`config.mk`:
```
export PLATFORM = sky130hd
export DESIGN_NAME = fpu_issue
export DESIGN_NICKNAME = d
export VERILOG_FILES = /design/src/rtl/fpu_issue.sv
export SDC_FILE = /design/constraint.sdc
export NUM_CORES = 1
export LEC_CHECK = 0
export ABC_AREA = 1
export CORE_AREA = 2 2 97 122
export CTS_BUF_LIST = sky130_fd_sc_hd__clkbuf_2 sky130_fd_sc_hd__clkbuf_4 sky130_fd_sc_hd__clkbuf_8
export DETAILED_ROUTE_END_ITERATION = 8
export DIE_AREA = 0 0 99 124
export PLACE_DENSITY = 0.85
export REMOVE_ABC_BUFFERS = 1
export SLEW_MARGIN = 20
export SYNTH_ARGS = -nofsm -noshare
export SYNTH_HDL_FRONTEND = slang
export SYNTH_SLANG_ARGS = --single-unit
```
`constraint.sdc`:
```
create_clock -name clk -period 4.1 [get_ports clk]
set_input_delay 0.615 -clock clk [delete_from_list [all_inputs] [get_ports clk]]
set_output_delay 0.615 -clock clk [all_outputs]
set_load 0.01 [all_outputs]
```
`src/rtl/fpu_issue.sv`:
```
// Requester-side sequencer for the FPU: it accepts one op, holds it on the FPU inputs for that op's latency, then returns the result.
// Optional performance counters are enabled by defining FPU_ISSUE_PERF_EN.
`timescale 1ns/1ps
`default_nettype none

module fpu_issue #(
  parameter int LAT_ADD  = 2,
  parameter int LAT_MUL  = 1,
  parameter int LAT_DIV  = 4,
  parameter int LAT_SQRT = 4,
  parameter int LAT_MISC = 1,
  parameter int TAG_W    = 5
) (
  input  logic             clk,
  input  logic             rst,
  input  logic             req_valid,
  output logic             req_ready,
  input  logic [3:0]       req_op,
  input  logic [31:0]      req_src0,
  input  logic [31:0]      req_src1,
  input  logic [TAG_W-1:0] req_tag,
  output logic [31:0]      fpu_src0,
  output logic [31:0]      fpu_src1,
  output logic [3:0]       fpu_op,
  input  logic [31:0]      fpu_result,
  output logic             rsp_valid,
  input  logic             rsp_ready,
  output logic [31:0]      rsp_result,
  output logic [TAG_W-1:0] rsp_tag,
  output logic             rsp_err,
`ifdef FPU_ISSUE_PERF_EN
  output logic [31:0]      perf_ops,
  output logic [31:0]      perf_stall,
`endif
  output logic             busy
);

  function automatic int max2(input int a, input int b);
    return (a > b) ? a : b;
  endfunction

  localparam int MAX_LAT = max2(max2(max2(LAT_ADD, LAT_MUL), max2(LAT_DIV, LAT_SQRT)), LAT_MISC);
  localparam int CNT_W   = $clog2(MAX_LAT) + 1;

  typedef enum logic [1:0] {
    IDLE = 2'd0,
    EXEC = 2'd1,
    DONE = 2'd2
  } state_t;

  // The counter is loaded with latency-1, so a count of zero marks the capture edge.
  function automatic logic [CNT_W-1:0] lat_m1(input logic [3:0] op);
    int lat;
    case (op)
      4'd0, 4'd1:                 lat = LAT_ADD;
      4'd2:                       lat = LAT_MUL;
      4'd3:                       lat = LAT_DIV;
      4'd4:                       lat = LAT_SQRT;
      4'd5, 4'd6, 4'd7, 4'd8,
      4'd9, 4'd10, 4'd11, 4'd12:  lat = LAT_MISC;
      default:                    lat = 1;
    endcase
    return CNT_W'(lat - 1);
  endfunction

  function automatic logic is_illegal(input logic [3:0] op);
    return (op >= 4'd13);
  endfunction

  state_t             state_r;
  state_t             state_s;
  logic [CNT_W-1:0]   cnt_r;
  logic [TAG_W-1:0]   tag_r;
  logic               ill_r;
  logic               accept_s;

  assign req_ready = (state_r == IDLE) | ((state_r == DONE) & rsp_ready);
  assign accept_s  = req_valid & req_ready;
  assign rsp_valid = (state_r == DONE);
  assign busy      = (state_r != IDLE);

  // State register.
  always_ff @(posedge clk or posedge rst) begin
    if (rst) begin
      state_r <= IDLE;
    end else begin
      state_r <= state_s;
    end
  end

  // Next-state logic.
  always_comb begin
    state_s = state_r;
    case (state_r)
      IDLE: begin
        if (accept_s) begin
          state_s = EXEC;
        end else begin
          state_s = IDLE;
        end
      end
      EXEC: begin
        if (cnt_r == '0) begin
          state_s = DONE;
        end else begin
          state_s = EXEC;
        end
      end
      DONE: begin
        if (accept_s) begin
          state_s = EXEC;
        end else if (rsp_ready) begin
          state_s = IDLE;
        end else begin
          state_s = DONE;
        end
      end
      default: state_s = IDLE;
    endcase
  end

  // Operand hold, latency count and result capture; FPU inputs keep the last op while idle.
  always_ff @(posedge clk or posedge rst) begin
    if (rst) begin
      fpu_src0   <= 32'd0;
      fpu_src1   <= 32'd0;
      fpu_op     <= 4'd0;
      tag_r      <= '0;
      ill_r      <= 1'b0;
      cnt_r      <= '0;
      rsp_result <= 32'd0;
      rsp_tag    <= '0;
      rsp_err    <= 1'b0;
    end else if (accept_s) begin
      fpu_src0 <= req_src0;
      fpu_src1 <= req_src1;
      fpu_op   <= is_illegal(req_op) ? 4'hF : req_op;
      tag_r    <= req_tag;
      ill_r    <= is_illegal(req_op);
      cnt_r    <= lat_m1(req_op);
    end else if (state_r == EXEC) begin
      if (cnt_r == '0) begin
        rsp_result <= ill_r ? 32'd0 : fpu_result;
        rsp_tag    <= tag_r;
        rsp_err    <= ill_r;
      end else begin
        cnt_r <= cnt_r - CNT_W'(1);
      end
    end
  end

`ifdef FPU_ISSUE_PERF_EN
  // Retired-op and writeback-stall counters, free-running with natural wrap.
  always_ff @(posedge clk or posedge rst) begin
    if (rst) begin
      perf_ops   <= 32'd0;
      perf_stall <= 32'd0;
    end else begin
      if (rsp_valid && rsp_ready) begin
        perf_ops <= perf_ops + 32'd1;
      end
      if (rsp_valid && !rsp_ready) begin
        perf_stall <= perf_stall + 32'd1;
      end
    end
  end
`endif

endmodule

`default_nettype wire
```
==> results by group, run 1 <==
Layout
  • Post-Layout Cell Count: 817
  • Ant diodes: 0
  • Design Area, Final: 7147 sq um
  • P&R area growth vs syn: 57.18%
  • Commonest non-fill, non-tap cell in the layout: nand2_1
  • Most frequent cells in the layout: nand2_1, clkdlybuf4s50_1, dfrtp_1
  • NumNets Final: 782
  • Ratio of cells with drive above 1 in the final layout: 6.158%

Placement
  • Post-DP Area: 6761 sq um
  • Placer congestion estimate: 0.7613
  • Port bufs: 217
  • Post-DP HPWL: 8606 um
  • DP Cell Count: 786

Run
  • Max cap viols: 0

STA
  • Fmax: 409.8 MHz
  • Tcrit/Tclk final: 59.52%
  • Pins Over Slew Limit: 0
  • Fin Setup TNS: 0 ns
  • Final hold viol count: 0
  • Worst slew margin: 38.75%
  • Final setup viols: 0
  • RSZ-0062 raised after global routing: no
  • Min cycle time layout: 2.440 ns
  • Slew at the pin closest to its max-slew limit: 0.9174 ns
  • Clock skew: 0.009834 ns
  • Min Hold Slack: 0.4771 ns

Critical path
  • FF-to-FF End: fpu_src0[16]$_DFFE_PP0P_
  • Setup CP Type: primary input to output pin
  • R2r worst-path depth: 6
  • Kind of end point of the critical path: output pin
  • R2r setup slk: 2.15 ns
  • CP Max Fanout: 2
  • Worst path required time: 3.48 ns
  • Crit path DAT: 1.83 ns
  • Startpoint Class: primary input
  • Reg2reg start: state_r[1]$_DFF_PP0_

Min path
  • Min-Delay Path Class: register to register
  • Hold EP: fpu_src1[25]$_DFFE_PP0P_
  • HP Start: fpu_src1[25]$_DFFE_PP0P_
  • Worst Hold Path Cells: 2

Clock network
  • TritonCTS Buffers: 17
  • H-tree levels: 4
  • Worst-skew pair later-pin latency: 0.41 ns
  • Hold buffer count at cts: 0
  • Post-CTS setup buffer count: 0
  • Clk buf depth: 2
  • Cts repair resizes: 0
  • Clock sinks: 117
  • TritonCTS clock tree: done
  • Reg clk slew, reported paths: 0.07 ns
  • Clk root buf: clkbuf_8

GRT
  • Largest net degree at the start of global routing: 77
  • Gr usage total: 19.71%
  • First-pass GRT wire length: 19,090 um
  • GRT met2 Usage: 32.77%
  • GRT met1 Usage: 24.13%
  • Grt ovf: 0
  • Vias in the first global route: 3,930
  • Initial antenna violation count: 0
  • GR Util met3: 6.341%
  • Grt peak-use layer: met2

Route
  • Final WL: 11,960 um
  • Post-DRT Antenna Nets: 0
  • Via density per instance: 4.754
  • Drt drc: 0
  • WL per Instance: 14.64 um
  • Drt first pass iters: 4
  • Vias: 3,884
  • DRT iter0 DRCs: 210

Power
  • P_sw: 1.831 mW
  • P_int: 3.522 mW
  • Pwr Total: 5.353 mW
  • Net Sw Frac: 34.20%
  • Clk pwr share: 19.1%
  • Comb power frac: 43.6%
  • Leakage: 3.413 nW
  • Maximum vdd drop: 0.3647 mV
  • Seq pwr share: 37.3%
  • Power per cell area: 748.9 nW/um^2

Synthesis
  • Synthesized cell area: 4547 sq um
  • Synth warn: 0
  • Syn avg cell area: 10.04 sq um
  • Sequential share of the synthesized area: 64.39%
  • Synth top area share: 64.39%
  • Synth area leaders: dfrtp_1, nand2_1, a22o_1
  • Seq cells post-synth: 117
  • Yosys cell types: 24
  • Synthesized instance count: 453
  • Yosys top cell by area: dfrtp_1

Run status
  • Status: finished clean

Floorplanning
  • I/O pin total: 218
  • Initial Util: 41.23%
  • Die Height: 124 um
  • Die X: 99 um
  • Die area: 12,280 sq um
  • Rows: 43
  • Core area: 11,030 sq um
synthesized netlist by cell type:
cell / count
nor3_1: 1
xor2_1: 2
a21oi_1: 2
nand4_1: 1
buf_4: 4
inv_1: 16
dfrtp_1: 117
nand2_1: 222
nand3_2: 1
o221ai_1: 1
o21ai_0: 16
clkbuf_1: 3
nand3_4: 1
nor2_8: 1
nand3_1: 4
buf_2: 10
inv_2: 2
a22o_1: 32
buf_6: 6
nor2_4: 1
a31oi_1: 1
o211a_1: 1
nor2_1: 5
ha_1: 3
cells by family (layout without fill, tap and decap cells):
logic type / after synthesis / in the layout / share of synthesized area, %
simple gates: 237 / 237 / 20.72
flops: 117 / 117 / 64.39
compound gates: 53 / 53 / 8.696
buf+inv: 41 / 270 / 4.981
fa+ha+maj: 3 / 3 / 0.8256
xor+xnor: 2 / 2 / 0.3853
state kept, by name (all words and copies together) (netlist names):
register,flops
cnt_r,3
fpu_op,4
fpu_src0,32
fpu_src1,32
ill_r,1
rsp_err,1
rsp_result,32
rsp_tag,5
state_r,2
tag_r,5
area by class of cell:
| class | count | area [sq um] |
|---|---|---|
| clock buffers | 19 | 255.2 |
| clock inverters | 12 | 130.1 |
| fillers | 861 | 3882 |
| inverters | 18 | 70.07 |
| multi-input cells | 295 | 1393 |
| flip-flops and latches | 117 | 2928 |
| well taps | 135 | 168.9 |
| repair buffers | 221 | 2202 |
power groups by stage:
stage                     sequential [mW]  combinational (mW)  clock [mW]
after floorplan                      2.20               0.803           0
after global placement               1.98                2.30           0
after detailed placement             2.01                2.36           0
after CTS                            2.00                2.37        1.05
after global routing                 2.06                2.56        1.10
final                                2.00                2.34        1.02
layer usage:
layer	share of wire (%)	vias to the layer above	routed length [um]
li1	-	1872	-
met1	41	1816	4858
met2	49	174	5880
met3	8.5	22	1021
met4	1.7	0	198
met5	0	-	0
worst max-delay path by stage:
stage,from,end,slack (ns),depth (start not counted)
final,rsp_ready,req_ready,1.66,6
after global placement,rsp_ready,tag_r[0]$_DFFE_PP0P_,1.56,7
after global routing,rsp_ready,req_ready,1.62,6
after CTS,rsp_ready,req_ready,1.65,6
after detailed placement,rsp_ready,tag_r[2]$_DFFE_PP0P_,1.46,8
after floorplan,rst,cnt_r[0]$_DFFE_PP0P_,0.38,1
through the flow:
step | worst slack, ns | utilization, %
floorplan | 0.3842 | -
global route | 1.622 | 64.80
finish | 1.660 | 64.80
CTS | 1.654 | 64.80
detailed placement | 1.458 | 61.30
global placement | 1.563 | 61.30
worst max-delay path: stages:
cell and delay, ns:
clkdlybuf4s50_1 0.45, inv_1 0.05, nand2_1 0.09, nand2_1 0.06
inv_1 0.05, clkdlybuf4s50_1 0.52
(Power assumes the default switching activity.)
==> run 2, diff against run 1 <==
--- a/config.mk
+++ b/config.mk
@@ -6,11 +6,11 @@
 export NUM_CORES = 1
 export LEC_CHECK = 0
 export ABC_AREA = 1
-export CORE_AREA = 2 2 97 122
+export CORE_AREA = 2 2 101 128
 export CTS_BUF_LIST = sky130_fd_sc_hd__clkbuf_2 sky130_fd_sc_hd__clkbuf_4 sky130_fd_sc_hd__clkbuf_8
 export DETAILED_ROUTE_END_ITERATION = 8
-export DIE_AREA = 0 0 99 124
-export PLACE_DENSITY = 0.85
+export DIE_AREA = 0 0 103 130
+export PLACE_DENSITY = 0.82
 export REMOVE_ABC_BUFFERS = 1
 export SLEW_MARGIN = 20
 export SYNTH_ARGS = -nofsm -noshare
==> constraint.sdc (replaced) <==
create_clock -name clk -period 2 [get_ports clk]
set_input_delay 0.3 -clock clk [delete_from_list [all_inputs] [get_ports clk]]
set_output_delay 0.3 -clock clk [all_outputs]
set_load 0.01 [all_outputs]
==> run 2 against run 1 <==
Compared with the run above: first-iteration DRC count decreased by 34%; final area increased by 1.9%; die area increased by 9.1%; wire length increased by 0.89%; total power increased by 110%; worst setup slack got worse by 1.5 ns; sequential power increased by 100%; count of clock-buffer cells in the layout increased by 1; global-route usage decreased by 1.9 points; clock power increased by 110%; cell count increased by 4.5%; sequential share of layout area decreased by 0.74 points.
==> results by group, run 2 (synthesized netlist as in run 1, its figures left out) <==
Critical path
  • Setup CP Type: register to output pin
  • R2r worst-path depth: 5
  • Critical-path top delay cell: clkdlybuf4s50_1
  • Worst path required time: 1.70 ns
  • Kind of end point of the critical path: output pin
  • CP Cell Sequence: inv_2 -> nand2_1 -> inv_1 -> clkdlybuf4s50_1
  • Critical path buffers and inverters: 3
  • Reg2reg start: state_r[0]$_DFF_PP0_
  • Crit-path max cell delay: 0.52 ns
  • Crit path DAT: 1.58 ns
  • R2r setup slk: 0.39 ns
  • Startpoint Class: register
  • Crit path max-delay family: buffers and inverters
  • FF-to-FF End: cnt_r[2]$_DFFE_PP0P_
  • CP Max Fanout: 4

GRT
  • GR Util met3: 6.909%
  • Largest net degree at the start of global routing: 77
  • Grt peak-use layer: met2
  • Initial antenna violation count: 0
  • First-pass GRT wire length: 18,570 um
  • Grt ovf: 0
  • Gr usage total: 17.77%
  • GRT met1 Usage: 20.67%
  • Vias in the first global route: 4,025
  • GRT met2 Usage: 29.91%

Route
  • WL per Instance: 14.13 um
  • Final WL: 12,070 um
  • Post-DRT Antenna Nets: 0
  • Drt drc: 0
  • Drt first pass iters: 4
  • DRT iter0 DRCs: 138
  • Via density per instance: 4.650
  • Vias: 3,971

Placement
  • Placer congestion estimate: 0.7294
  • Post-DP HPWL: 8716 um
  • Port bufs: 217
  • Post-place setup slack: 0.006143 ns

Power
  • Pwr Total: 11.11 mW
  • Maximum vdd drop: 0.6672 mV
  • Net Sw Frac: 34.10%
  • Leakage: 3.451 nW
  • Clk pwr share: 19.2%
  • Power per cell area: 1526 nW/um^2
  • P_int: 7.324 mW
  • Seq pwr share: 36.7%
  • Comb power frac: 44.0%
  • P_sw: 3.789 mW

Run
  • Max cap viols: 0

Floorplanning
  • Die Height: 130 um
  • Die area: 13,390 sq um
  • Core area: 12,320 sq um
  • Rows: 46
  • Die X: 103 um
  • I/O pin total: 218
  • Initial Util: 36.92%

STA
  • Tcrit/Tclk final: 94.16%
  • PnR worst setup slack: 0.1168 ns
  • Worst slew margin: 50.30%
  • Final hold viol count: 0
  • Final setup viols: 0
  • Fmax: 531.0 MHz
  • Min cycle time layout: 1.883 ns
  • Clock skew: 0.008031 ns
  • Pins Over Slew Limit: 0
  • RSZ-0062 raised after global routing: no
  • Slew at the pin closest to its max-slew limit: 0.7455 ns
  • Fin Setup TNS: 0 ns

Layout
  • Footprint of the multi-input gates: 1393 sq um
  • P&R area growth vs syn: 60.15%
  • Commonest non-fill, non-tap cell in the layout: nand2_1
  • Ant diodes: 0
  • Filler cell count: 1,055
  • Most frequent cells in the layout: nand2_1, clkdlybuf4s50_1, dfrtp_1
  • Largest registers: fpu_src0 (32), fpu_src1 (32), rsp_result (32)
  • NumNets Final: 786
  • Seq. cell area: 2929 sq um
  • Ratio of cells with drive above 1 in the final layout: 6.851%

Clock network
  • H-tree levels: 4
  • TritonCTS clock tree: done
  • Worst-skew pair later-pin latency: 0.42 ns
  • Reg clk slew, reported paths: 0.07 ns
  • Hold buffer count at cts: 0
  • Clk root buf: clkbuf_8
  • Clock sinks: 117
  • Clk buf depth: 2
  • TritonCTS Buffers: 17

Run status
  • Status: finished clean

Min path
  • Min-Delay Path Class: primary input to async pin
-- run 2: worst max path at each step --
| stage | from | end | slack [ns] | depth (start not counted) |
|---|---|---|---|---|
| after floorplan | rst | cnt_r[0]$_DFFE_PP0P_ | -1.40 | 1 |
| after detailed placement | rsp_ready | cnt_r[2]$_DFFE_PP0P_ | 0.006 | 7 |
| after global routing | state_r[1]$_DFF_PP0_ | req_ready | 0.01 | 4 |
| after CTS | state_r[1]$_DFF_PP0_ | rsp_valid | 0.06 | 3 |
| after global placement | rsp_ready | cnt_r[2]$_DFFE_PP0P_ | 0.05 | 7 |
| final | state_r[0]$_DFF_PP0_ | req_ready | 0.12 | 4 |
-- run 2: timing repair --
action	in CTS	in global routing
buffers inserted	0	0
resized for setup	0	1
setup endpoints to repair	0	2
-- run 2: metrics by stage --
stage                     instance area (sq um)  util [%]  hold WS, ns  std cells
after CTS                                  7281     59.11      0.08765        854
after global routing                       7282     59.12      0.09592        854
final                                      7282     59.12       0.1113        854
after floorplan                            4388         -       0.4096        430
after detailed placement                   6883     55.88       0.4637        823
after global placement                     6883     55.88       0.4612        823
-- run 2: per-layer routing --
metal,share of wire (%),wire length (um)
met2,51,6141
met1,39,4695
met4,1.1,130
met3,9.1,1099
met5,0,0
-- run 2: power by group through the flow --
stage / Sequential [mW] / Combinational [mW] / Clock, mW
after floorplan: 4.50 / 1.65 / 0
after global placement: 4.05 / 4.80 / 0
after detailed placement: 4.11 / 4.94 / 0
after CTS: 4.09 / 4.98 / 2.22
after global routing: 4.21 / 5.38 / 2.33
final: 4.08 / 4.90 / 2.14
-- run 2: area by class of cell --
| cell class | instances | area share [%] |
|---|---|---|
| clock buffers | 20 | 3.694 |
| clock inverters | 11 | 1.770 |
| inverters | 18 | 0.9622 |
| multi-input cells | 295 | 19.12 |
| flip-flops and latches | 117 | 40.22 |
| well taps | 168 | 2.887 |
| repair buffers | 225 | 31.34 |
